===== src/rtl/iob_ibex_arb_pkg.sv =====
// Shared types for the Ibex fetch/LSU bus arbiter: requester IDs, the all-ones byte-enable
// constant and the request record for the default 32-bit build.
package iob_ibex_arb_pkg;

    typedef enum logic {
        ARB_SRC_INSTR = 1'b0,
        ARB_SRC_DATA  = 1'b1
    } arb_src_e;

    localparam int unsigned ARB_ADDR_W = 32;
    localparam int unsigned ARB_DATA_W = 32;

    localparam logic [ARB_DATA_W/8-1:0] BE_ALL = '1;

    typedef struct packed {
        logic                    we;
        logic [ARB_DATA_W/8-1:0] be;
        logic [ARB_ADDR_W-3:0]   addr;
        logic [ARB_DATA_W-1:0]   wdata;
    } arb_req_t;

    function automatic arb_src_e arb_other(input arb_src_e src);
        return (src == ARB_SRC_INSTR) ? ARB_SRC_DATA : ARB_SRC_INSTR;
    endfunction

endpackage


===== src/rtl/iob_ibex_arb_idfifo.sv =====
// In-order FIFO of requester IDs, one entry per granted-but-unanswered transaction.
// A push and a pop in the same cycle are both honoured, including when the FIFO is full.
module iob_ibex_arb_idfifo
    import iob_ibex_arb_pkg::*;
#(
    parameter  int unsigned DEPTH = 2,
    localparam int unsigned CNT_W = $clog2(DEPTH + 1),
    localparam int unsigned PTR_W = (DEPTH > 1) ? $clog2(DEPTH) : 1
) (
    input  logic             clk_i,
    input  logic             rst_i,
    input  logic             push_i,
    input  arb_src_e         push_id_i,
    input  logic             pop_i,
    output arb_src_e         head_o,
    output logic             full_o,
    output logic             empty_o,
    output logic [CNT_W-1:0] count_o
);

    arb_src_e         mem [DEPTH];
    logic [PTR_W-1:0] wr_ptr;
    logic [PTR_W-1:0] rd_ptr;
    logic             push_ok;
    logic             pop_ok;

    function automatic logic [PTR_W-1:0] ptr_inc(input logic [PTR_W-1:0] ptr);
        return (ptr == PTR_W'(DEPTH - 1)) ? '0 : ptr + 1'b1;
    endfunction

    assign full_o  = (count_o == CNT_W'(DEPTH));
    assign empty_o = (count_o == '0);
    assign pop_ok  = pop_i & ~empty_o;
    assign push_ok = push_i & (~full_o | pop_ok);
    assign head_o  = mem[rd_ptr];

    always_ff @(posedge clk_i) begin
        if (push_ok) begin
            mem[wr_ptr] <= push_id_i;
        end
    end

    always_ff @(posedge clk_i) begin
        if (rst_i) begin
            wr_ptr  <= '0;
            rd_ptr  <= '0;
            count_o <= '0;
        end else begin
            if (push_ok) wr_ptr <= ptr_inc(wr_ptr);
            if (pop_ok)  rd_ptr <= ptr_inc(rd_ptr);
            case ({push_ok, pop_ok})
                2'b10:   count_o <= count_o + 1'b1;
                2'b01:   count_o <= count_o - 1'b1;
                default: count_o <= count_o;
            endcase
        end
    end

endmodule


===== src/rtl/iob_ibex_bus_arbiter.sv =====
// Merges Ibex fetch and LSU req/gnt/rvalid streams onto one master port and routes in-order
// responses back. Define IOB_IBEX_ARB_RR_EN for round-robin; otherwise LSU has fixed priority.
module iob_ibex_bus_arbiter
    import iob_ibex_arb_pkg::*;
#(
    parameter  int unsigned ADDR_W  = 32,
    parameter  int unsigned DATA_W  = 32,
    parameter  int unsigned MAX_OUT = 2,
    localparam int unsigned CNT_W   = $clog2(MAX_OUT + 1)
) (
    input  logic                clk_i,
    input  logic                cke_i,
    input  logic                rst_i,
    input  logic                instr_req_i,
    input  logic [ADDR_W-3:0]   instr_addr_i,
    output logic                instr_gnt_o,
    output logic                instr_rvalid_o,
    output logic [DATA_W-1:0]   instr_rdata_o,
    output logic                instr_err_o,
    input  logic                data_req_i,
    input  logic                data_we_i,
    input  logic [DATA_W/8-1:0] data_be_i,
    input  logic [ADDR_W-3:0]   data_addr_i,
    input  logic [DATA_W-1:0]   data_wdata_i,
    output logic                data_gnt_o,
    output logic                data_rvalid_o,
    output logic [DATA_W-1:0]   data_rdata_o,
    output logic                data_err_o,
    output logic                m_req_o,
    output logic                m_we_o,
    output logic [DATA_W/8-1:0] m_be_o,
    output logic [ADDR_W-3:0]   m_addr_o,
    output logic [DATA_W-1:0]   m_wdata_o,
    input  logic                m_gnt_i,
    input  logic                m_rvalid_i,
    input  logic [DATA_W-1:0]   m_rdata_i,
    input  logic                m_err_i,
    output logic [CNT_W-1:0]    outstanding_o,
    output logic                unexp_rsp_o
);

    arb_src_e win;
    arb_src_e head;
    arb_src_e lock_src_q;
    logic     lock_q;
    logic     have_req;
    logic     fifo_full;
    logic     fifo_empty;
    logic     push;
    logic     pop;
    logic     rsp_instr;
    logic     rsp_data;
`ifdef IOB_IBEX_ARB_RR_EN
    arb_src_e pref_q;
`endif

    // A stalled request stays pinned to its requester so the bridge sees stable fields.
    always_comb begin
        win      = ARB_SRC_DATA;
        have_req = 1'b0;
        if (lock_q) begin
            win      = lock_src_q;
            have_req = (lock_src_q == ARB_SRC_INSTR) ? instr_req_i : data_req_i;
        end else if (instr_req_i && data_req_i) begin
`ifdef IOB_IBEX_ARB_RR_EN
            win = pref_q;
`else
            win = ARB_SRC_DATA;
`endif
            have_req = 1'b1;
        end else if (instr_req_i) begin
            win      = ARB_SRC_INSTR;
            have_req = 1'b1;
        end else if (data_req_i) begin
            win      = ARB_SRC_DATA;
            have_req = 1'b1;
        end
    end

    // A response popping this cycle frees a slot, so a full FIFO can still accept a grant.
    assign pop     = cke_i & ~rst_i & m_rvalid_i & ~fifo_empty;
    assign m_req_o = cke_i & ~rst_i & have_req & (~fifo_full | pop);
    assign push    = m_req_o & m_gnt_i;

    always_comb begin
        m_we_o    = 1'b0;
        m_be_o    = '0;
        m_addr_o  = '0;
        m_wdata_o = '0;
        if (m_req_o) begin
            if (win == ARB_SRC_INSTR) begin
                m_be_o   = '1;
                m_addr_o = instr_addr_i;
            end else begin
                m_we_o    = data_we_i;
                m_be_o    = data_be_i;
                m_addr_o  = data_addr_i;
                m_wdata_o = data_wdata_i;
            end
        end
    end

    assign instr_gnt_o = push & (win == ARB_SRC_INSTR);
    assign data_gnt_o  = push & (win == ARB_SRC_DATA);

    assign rsp_instr      = pop & (head == ARB_SRC_INSTR);
    assign rsp_data       = pop & (head == ARB_SRC_DATA);
    assign instr_rvalid_o = rsp_instr;
    assign instr_rdata_o  = rsp_instr ? m_rdata_i : '0;
    assign instr_err_o    = rsp_instr & m_err_i;
    assign data_rvalid_o  = rsp_data;
    assign data_rdata_o   = rsp_data ? m_rdata_i : '0;
    assign data_err_o     = rsp_data & m_err_i;

    iob_ibex_arb_idfifo #(
        .DEPTH (MAX_OUT)
    ) u_idfifo (
        .clk_i     (clk_i),
        .rst_i     (rst_i),
        .push_i    (push),
        .push_id_i (win),
        .pop_i     (pop),
        .head_o    (head),
        .full_o    (fifo_full),
        .empty_o   (fifo_empty),
        .count_o   (outstanding_o)
    );

    always_ff @(posedge clk_i) begin
        if (rst_i) begin
            lock_q      <= 1'b0;
            lock_src_q  <= ARB_SRC_INSTR;
            unexp_rsp_o <= 1'b0;
`ifdef IOB_IBEX_ARB_RR_EN
            pref_q      <= ARB_SRC_INSTR;
`endif
        end else if (cke_i) begin
            if (m_req_o && !m_gnt_i) begin
                lock_q     <= 1'b1;
                lock_src_q <= win;
            end else if (push) begin
                lock_q <= 1'b0;
            end
            if (m_rvalid_i && fifo_empty) begin
                unexp_rsp_o <= 1'b1;
            end
`ifdef IOB_IBEX_ARB_RR_EN
            if (push) begin
                pref_q <= arb_other(win);
            end
`endif
        end
    end

endmodule


===== config.mk =====
export PLATFORM = sky130hd
export DESIGN_NAME = iob_ibex_bus_arbiter
export DESIGN_NICKNAME = d
export VERILOG_FILES = /design/src/rtl/iob_ibex_arb_pkg.sv /design/src/rtl/iob_ibex_arb_idfifo.sv /design/src/rtl/iob_ibex_bus_arbiter.sv
export SDC_FILE = /design/constraint.sdc
export NUM_CORES = 1
export LEC_CHECK = 0
export CAP_MARGIN = 20
export CORE_AREA = 3 3 106 108
export CTS_CLUSTER_SIZE = 16
export DETAILED_ROUTE_END_ITERATION = 7
export DIE_AREA = 0 0 109 111
export PLACE_DENSITY_LB_ADDON = 0.08
export SETUP_SLACK_MARGIN = 0.05
export SYNTH_ARGS = -nofsm -noshare
export SYNTH_HDL_FRONTEND = slang
export SYNTH_HIERARCHICAL = 1
export SYNTH_SLANG_ARGS = --single-unit

===== constraint.sdc =====
create_clock -name clk_i -period 5 [get_ports clk_i]
set_clock_uncertainty 0.1 [all_clocks]
set_input_delay 0.75 -clock clk_i [delete_from_list [all_inputs] [get_ports clk_i]]
set_output_delay 0.75 -clock clk_i [all_outputs]
set_load 0.01 [all_outputs]

# Yosys cells after proc, flatten, opt, wreduce, memory -nomap -nowiden
# Memory sizes are Yosys's and may differ from the RTL's. A register that Yosys moved wholly into a read port is not among the register bits.
# Cells that the tools add are included.
# W data, S select, Z words.
word_totals:
  ff_bits: 7
  output_inout_bits: 141
  ramBits: 2
  memories: 1
memory_table:
  columns: ["memory", "words", "width", "read_ports", "rd_ports_with_merged_regs", "write_ports", "line", "text"]
  rows:
  - ["u_idfifo.mem", 2, 1, 1, 1, 1, "iob_ibex_arb_idfifo.sv:21", "arb_src_e mem [DEPTH];"]
classes:
  reduce_logical: 10
  eq_ne: 3
  add_sub_neg: 4
  muxes: 27
  bitwise_logic: 21
op_table:
  columns: ["cell", "count"]
  rows:
  - ["$mux W32", 4]
  - ["$mux W30", 2]
  - ["$mux W1", 18]
  - ["$and A1 B1 Y1", 14]
  - ["$mux W4", 2]
  - ["$reduce_and A2 Y1", 3]
  - ["$not A1 Y1", 5]
  - ["$eq A2 B2 Y1 const B", 2]
  - ["$pmux W2 S2", 1]
  - ["$reduce_bool A2 Y1", 2]
  - ["$logic_and A1 B1 Y1", 3]
  - ["$add A1 B1 Y1 const B", 2]
  - ["$add A2 B1 Y2 const B", 1]
  - ["$eq A2 B1 Y1 const B", 1]
  - ["$logic_not A2 Y1", 1]
  - ["$or A1 B1 Y1", 2]
  - ["$sub A2 B1 Y2 const B", 1]
  - ["$logic_not A1 Y1", 1]

# Longest topological paths before layout
# Gate-level depths: netlist of the first run.
logic_depth:
  depth_word: 10
  depth_mapped: 11
  depth_no_buf: 10

# Hierarchy
# The synthesis of the first run kept the hierarchy.
modules_own_cells:
  columns: ["mod", "area_per_inst_um2", "cells_per_inst", "instances", "seq_area_each_um2"]
  rows:
  - ["iob_ibex_bus_arbiter", 1422.6, 250, 1, 60.1]
  - ["iob_ibex_arb_idfifo", 297.8, 29, 1, 160.2]

# Least setup slack after synthesis of the first run
# Ideal clock, no wire load.
synth_timing:
  path_type: "in2out"
  start: "input port rst_i"
  end: "output port m_addr_o[10]"
  setup_slack_ps: 2467
  arrival_time_ps: 1683
  t_required_ps: 4150
  path_stages: 6
  path_cell_list: "nand2b_4 > a21oi_4 > o211ai_2 > buf_2 > buf_6 > a21oi_1"
synth_between:
  elab_chain_cells: 7
synth_rtl:
  columns: ["item", "line", "text"]
  rows:
  - ["from (decl)", "iob_ibex_bus_arbiter.sv:13", "input logic rst_i,"]
  - ["$not A1 Y1 (*)", "iob_ibex_bus_arbiter.sv:81, iob_ibex_bus_arbiter.sv:82", null]
  - ["$and A1 B1 Y1 (*)", "iob_ibex_bus_arbiter.sv:81, iob_ibex_bus_arbiter.sv:82", null]
  - ["$and A1 B1 Y1 (2 in series)", "iob_ibex_bus_arbiter.sv:81", "assign pop = cke_i & ~rst_i & m_rvalid_i & ~fifo_empty;"]
  - ["$or A1 B1 Y1", "iob_ibex_bus_arbiter.sv:82", "assign m_req_o = cke_i & ~rst_i & have_req & (~fifo_full | pop);"]
  - ["$and A1 B1 Y1 (*)", "iob_ibex_bus_arbiter.sv:82", null]
  - ["$mux W30 (*)", "iob_ibex_bus_arbiter.sv:90", "if (m_req_o) begin"]
  - ["to (decl)", "iob_ibex_bus_arbiter.sv:32", "output logic [ADDR_W-3:0] m_addr_o,"]
# Every way passes the cells marked *; elsewhere a longest branch is shown, timed or not.

# Final worst setup path of the first run
layout_timing:
  start: "input port rst_i"
  end: "output port m_wdata_o[3]"
layout_between:
  elab_chain_cells: 7
layout_rtl:
  columns: ["item", "line", "text"]
  rows:
  - ["$not A1 Y1 (*)", "iob_ibex_bus_arbiter.sv:81, iob_ibex_bus_arbiter.sv:82", null]
  - ["$and A1 B1 Y1 (*)", "iob_ibex_bus_arbiter.sv:81, iob_ibex_bus_arbiter.sv:82", null]
  - ["$and A1 B1 Y1 (2 in series)", "iob_ibex_bus_arbiter.sv:81", null]
  - ["$or A1 B1 Y1", "iob_ibex_bus_arbiter.sv:82", null]
  - ["$and A1 B1 Y1 (*)", "iob_ibex_bus_arbiter.sv:82", null]
  - ["$mux W32 (*)", "iob_ibex_bus_arbiter.sv:90", null]
  - ["to (decl)", "iob_ibex_bus_arbiter.sv:33", "output logic [DATA_W-1:0] m_wdata_o,"]
# Marked as above.

==> flow_summary.yaml, run 1 <==
clock_network:
  htree_levels: 1
  cts-hold-fix-buffers: 0
  post_cts_resized: 0
  cts_max_path_buffers: 2
  clkTransAtPathRegs_ns: 0.05
  cts_setup_buffers: 0
  cts_tree: "built"
  root_buffer: "clkbuf_8"
  insertion_delay_ns: 0.23
  cts_sinks: 10
  cts_buffers: 3
worst_setup_path:
  cpMostUsedCell: "clkdlybuf4s50_1"
  cp-start-kind: "input pin"
  cp_top_family: "simple AND/OR/NAND/NOR gates"
  cp_max_fo: 33
  crit_path_end_kind: "output port"
  rr_worst_depth: 9
  cp_slowest_cell: "and3_1"
  worstSetupPathDepth: 6
  cp.required_ns: 4.15
  path_class: "in2out"
  worstPathArrival_ns: 3.31
  critical_path.max_stage_delay_ns: 0.74
  critPathBufInv: 2
  path_cells: "clkdlybuf4s50_1 -> nand2b_4 -> a21oi_4 -> and3_1 -> and2_1 -> clkdlybuf4s50_1"
yosys:
  syn_area_um2: 1720
  async_flop_share_pct: 0
  synth_area_per_cell_um2: 6.17
  synth_edf_count: 2
  ys_ff_latch: 10
  syn_nets: 417
  yosysUniqueCellTypes: 34
  yosys_warnings: 6
  ys_seq_area_share_pct: 12.8
  synth_ff_type: "dfxtp_1"
  synthCells: 279
power_and_ir_drop:
  internal_power_mw: 0.295
  seq_power_share_pct: 20.8
  ir_drop_mv: 0.118
  power_switching_mw: 0.126
  p_sw_share_pct: 30.0
  p_leak_nw: 1.87
  power.density_nw_per_um2: 91.0
  power_frac_clock_pct: 20.2
  p_comb_share_pct: 59.1
sta:
  fmax_mhz: 240
  finalCritPeriodShare_pct: 83.3
  setup_viol: 0
  slew_headroom_pct: 43.0
  rsz0062_at_grt: "false"
  finalHoldViolCount: 0
  worst_pin_slew_ns: 0.855
  slew_viol_final: 0
  tns_ns: 0
  min_period_ns: 4.16
  hold_ws_ns: 0.379
placed_design:
  dp.cells: 674
  dpl.hpwl_mm: 9.11
  gp_congestion: 0.856
  numPortBuffers: 277
final_layout:
  regArea_um2: 220
  final_cell_mix: "clkdlybuf4s50_1, and2_1, nand2_1"
  final_common_cell: "clkdlybuf4s50_1"
  final_cells: 678
  finish.net_count: 681
  drive_above_1_share_pct: 3.69
  fillCellCount: 1038
  multi_input_area_um2: 1360
  area_growth_pct: 169
  n_antenna_cell: 0
global_routing:
  grt_pass1_wl_mm: 16.3
  grt_pass1_vias: 2710
  grt-ovfl-total: 0
  grt_max_degree: 37
  antenna_found_initial: 1
  grt_util_all_layers_pct: 17.1
route:
  drt-total-wl_mm: 11.2
  avgRoutedWirePerCell_um: 16.6
  route.vias.total: 2811
  viasPerCell: 4.15
  first_iter_violations: 143
  dr.pass1.iters: 4
  drtAntennaViolNets: 0
  drcViolationCount: 0
die:
  row_count: 37
  fp.dieW_um: 109
  ioPinCount: 278
  core_um2: 10300
  die_area_um2: 12100
  die_h_um: 111
  start_util_pct: 16.7
worst_hold_path:
  hp-class: "reg2reg"
  holdPathStages: 2
job:
  drv_cap: 0
status:
  status: "complete, no violations"
[sequential cells by signal, summed over array words and instances, names as in the netlist, named ones only]
register / cells
lock_q: 1
lock_src_q: 1
u_idfifo/count_o: 2
u_idfifo/mem: 2
u_idfifo/rd_ptr: 1
u_idfifo/wr_ptr: 1
unexp_rsp_o: 1
[power by group through the flow]
stage                     clock (mW)  combinational, mW  sequential (mW)
final                         0.0849              0.249           0.0875
after global routing          0.0910              0.270           0.0878
after CTS                     0.0879              0.252           0.0875
after detailed placement           0              0.250           0.0891
after global placement             0              0.247           0.0890
after floorplan                    0             0.0822           0.0892
[cells in the mapped netlist, drive strengths merged, types with 2 or more instances]
cell type   n  area [um^2]
and2       67          419
nand2      61          229
and3       34          213
a21oi      32          171
nor2       19         73.8
buf        13         80.1
clkbuf      9         33.8
dfxtp       8          160
nand2b      7         58.8
inv         6         22.5
o21ai       4         35.0
nor3        3         25.0
edfxtp      2         60.1
mux2        2         22.5
xnor2       2         17.5
[cells by family (layout without fill, tap and decap cells)]
| group | after synthesis | after routing | synth area share (%) |
|---|---|---|---|
| multiplexers | 3 | 3 | 1.89 |
| adder cells (fa/ha/maj) | 1 | 1 | 0.727 |
| buffers and inverters | 28 | 291 | 7.93 |
| XOR/XNOR | 3 | 3 | 1.53 |
| flip-flops | 10 | 10 | 12.8 |
| AND/OR/NAND/NOR | 192 | 192 | 59.6 |
| AO/OA/AOI/OAI | 42 | 42 | 15.6 |
[area by class of cell]
cell class	count	share of cell area [%]
Clock inverter	1	0.0812
Inverter	6	0.487
Sequential cell	10	4.76
Timing Repair Buffer	281	60.6
Tap cell	136	3.68
Clock buffer	3	0.893
Multi-Input combinational cell	241	29.5
[final timing paths]
| check | startpoint | end | slack, ns |
|---|---|---|---|
| setup reg to reg | u_idfifo/count_o[0]$_SDFFE_PP0P_ | u_idfifo/count_o[1]$_SDFFE_PP0P_ | 2.45 |
| hold / removal | unexp_rsp_o$_SDFFE_PP0P_ | unexp_rsp_o$_SDFFE_PP0P_ | 0.38 |
| hold reg to reg | unexp_rsp_o$_SDFFE_PP0P_ | unexp_rsp_o$_SDFFE_PP0P_ | 0.38 |
| setup / recovery | rst_i | m_wdata_o[3] | 0.84 |
[worst reg2reg max path, cell delays in order, from the launching register on]
cell and delay [ns]:
dfxtp_1 0.43, nor2_1 0.08, nand2b_4 0.17, a21oi_4 0.19, o211ai_2 0.34, nor2_1 0.22
o21ai_2 0.11, ha_1 0.34, or3_1 0.35, a21oi_1 0.14
[routing by layer]
layer,track usage (%),vias up,part of all wire [%]
met5,0,-,0.098
met4,2.53,2,1.2
met3,4.19,13,8.7
met2,33.7,121,54
met1,18.2,1241,36
li1,-,1434,-
[metrics by stage]
stage	setup slack (ns)	util (%)	instance area [um^2]	total power, mW
2_1_floorplan	2.47	-	1720	0.171
3_3_place_gp	0.840	44.4	4580	0.336
3_5_place_dp	0.817	44.4	4580	0.339
4_1_cts	0.786	44.8	4620	0.427
5_1_grt	0.606	44.8	4620	0.448
6_report	0.836	44.8	4620	0.421
(Power assumes the default switching activity.)
==> run 2: changes to the inputs <==
CORE_AREA = 3 3 108 110   (was 3 3 106 108)
DIE_AREA = 0 0 111 113   (was 0 0 109 111)
clock period = 3.9 ns   (was 5 ns; I/O delays follow)
==> run 2 against run 1 <==
Effect of this change: sequential share of layout area about the same; critical path type unchanged; critical endpoint is now m_addr_o[26]; final cell count increased by 1.2%; largest cell class unchanged; clock power increased by 28%; total power increased by 29%.
==> flow_summary.yaml, run 2 (same netlist as run 1, synthesis figures left out) <==
route:
  drcViolationCount: 0
  route.vias.total: 2806
  first_iter_violations: 149
  drtAntennaViolNets: 0
  viasPerCell: 4.09
  drt-total-wl_mm: 10.8
  avgRoutedWirePerCell_um: 15.8
  dr.pass1.iters: 4
sta:
  slew_headroom_pct: 64.1
  rsz0062_at_grt: "false"
  min_period_ns: 3.31
  slew_viol_final: 0
  worst_pin_slew_ns: 0.538
  fmax_mhz: 302
  hold_ws_ns: 0.378
  setup_viol: 0
  finalCritPeriodShare_pct: 84.8
  finalHoldViolCount: 0
  tns_ns: 0
worst_setup_path:
  cp-start-kind: "input pin"
  path_cells: "clkdlybuf4s50_1 -> nand2b_1 -> o21ai_4 -> inv_2 -> buf_4 -> nand2_1 -> a21oi_1 -> clkdlybuf4s50_1"
  worstSetupStartpoint: "instr_req_i"
  critical_path.max_stage_delay_ns: 0.56
  r2r_start: "u_idfifo/count_o[0]$_SDFFE_PP0P_"
  cp.required_ns: 3.21
  critPathBufInv: 4
  endpoint: "m_addr_o[26]"
  cp_slowest_cell: "clkdlybuf4s50_1"
  worstSetupPathDepth: 8
  rrSetupSlack_ns: 1.32
  crit_path_end_kind: "output port"
  rr_worst_depth: 10
  cp_max_fo: 21
  path_class: "in2out"
  cp_top_family: "buffers and inverters"
  cpMostUsedCell: "clkdlybuf4s50_1"
  worstPathArrival_ns: 2.62
  r2r_end: "u_idfifo/count_o[1]$_SDFFE_PP0P_"
global_routing:
  grt_pass1_wl_mm: 15.7
  grt_util_all_layers_pct: 15.5
  grt_pass1_vias: 2659
  antenna_found_initial: 0
  grt-ovfl-total: 0
  grt_max_degree: 40
power_and_ir_drop:
  seq_power_share_pct: 20.6
  p_comb_share_pct: 59.2
  power.density_nw_per_um2: 116
  power_frac_clock_pct: 20.1
  p_leak_nw: 1.89
  internal_power_mw: 0.382
  power_switching_mw: 0.162
  p_sw_share_pct: 29.7
  ir_drop_mv: 0.174
clock_network:
  cts_max_path_buffers: 2
  cts_buffers: 3
  cts-hold-fix-buffers: 0
  insertion_delay_ns: 0.23
  post_cts_resized: 0
  cts_tree: "built"
  cts_sinks: 10
  root_buffer: "clkbuf_8"
  cts_setup_buffers: 0
  clkTransAtPathRegs_ns: 0.05
  htree_levels: 1
die:
  die_area_um2: 12500
  die_h_um: 113
  row_count: 38
  fp.dieW_um: 111
  start_util_pct: 15.9
  ioPinCount: 278
  core_um2: 10800
final_layout:
  fillCellCount: 1128
  final_core_util_pct: 43.3
  fin_area_um2: 4670
  reg.largest.list: "u_idfifo/count_o x2, u_idfifo/mem x2"
  final_common_cell: "clkdlybuf4s50_1"
  regArea_um2: 220
  final_cell_mix: "clkdlybuf4s50_1, and2_1, nand2_1"
  n_antenna_cell: 0
  finish.net_count: 685
  area_growth_pct: 172
  final_cells: 686
  multi_input_area_um2: 1360
  drive_above_1_share_pct: 4.40
placed_design:
  dp.cells: 682
  numPortBuffers: 277
  gp_congestion: 0.829
  dpl.hpwl_mm: 9.01
  dpl-instance-area_um2: 4630
job:
  drv_cap: 0
worst_hold_path:
  hp-class: "reg2reg"
status:
  status: "complete, no violations"
run 2: cell types whose count changed in the layout (fill, tap and decap cells not counted), sizes merged:
cell,delta
buf,+4
run 2: how the worst min path moves through the flow:
stage | slack, ns | cells after the start | from | endpoint
after floorplan | 0.36 | 2 | lock_q$_SDFFE_PP0P_ | lock_q$_SDFFE_PP0P_
after global placement | 0.36 | 2 | unexp_rsp_o$_SDFFE_PP0P_ | unexp_rsp_o$_SDFFE_PP0P_
after detailed placement | 0.37 | 2 | unexp_rsp_o$_SDFFE_PP0P_ | unexp_rsp_o$_SDFFE_PP0P_
after CTS | 0.38 | 2 | unexp_rsp_o$_SDFFE_PP0P_ | unexp_rsp_o$_SDFFE_PP0P_
after global routing | 0.41 | 2 | unexp_rsp_o$_SDFFE_PP0P_ | unexp_rsp_o$_SDFFE_PP0P_
final | 0.38 | 2 | unexp_rsp_o$_SDFFE_PP0P_ | unexp_rsp_o$_SDFFE_PP0P_
run 2: metrics by stage:
step           worst slack (ns)  power (mW)
2_1_floorplan              1.55       0.220
3_3_place_gp              0.623       0.437
3_5_place_dp              0.567       0.439
4_1_cts                   0.562       0.551
5_1_grt                   0.394       0.580
6_report                  0.593       0.544
run 2: worst reg2reg max path, stage by stage, from the launching register on:
cell	delay [ns]
dfxtp_1	0.44
nor2_1	0.09
nand2b_4	0.17
a21oi_4	0.21
o211ai_2	0.12
buf_4	0.27
nor2_1	0.18
o21ai_2	0.10
ha_1	0.35
or3_1	0.36
a21oi_1	0.13
run 2: final cells by class:
type	count	share of cell area [%]
repair buffers	285	60.9
well taps	140	3.75
clock inverters	1	0.0803
multi-input cells	241	29.2
clock buffers	3	0.884
inverters	6	0.482
flip-flops and latches	10	4.71
run 2: power by group through the flow:
stage | clock (mW) | combinational (mW) | sequential [mW]
after global placement | 0 | 0.322 | 0.114
final | 0.109 | 0.322 | 0.112
after floorplan | 0 | 0.105 | 0.114
after CTS | 0.113 | 0.326 | 0.112
after global routing | 0.120 | 0.347 | 0.113
after detailed placement | 0 | 0.324 | 0.114
run 2: metal layers:
metal / routed length, um / vias to the layer above / global-route usage (%)
met5: 0 / - / 0
met1: 4390 / 1229 / 18.6
met2: 5680 / 129 / 30.1
met4: 0 / 0 / 0.246
li1: - / 1448 / -
met3: 761 / 0 / 3.21
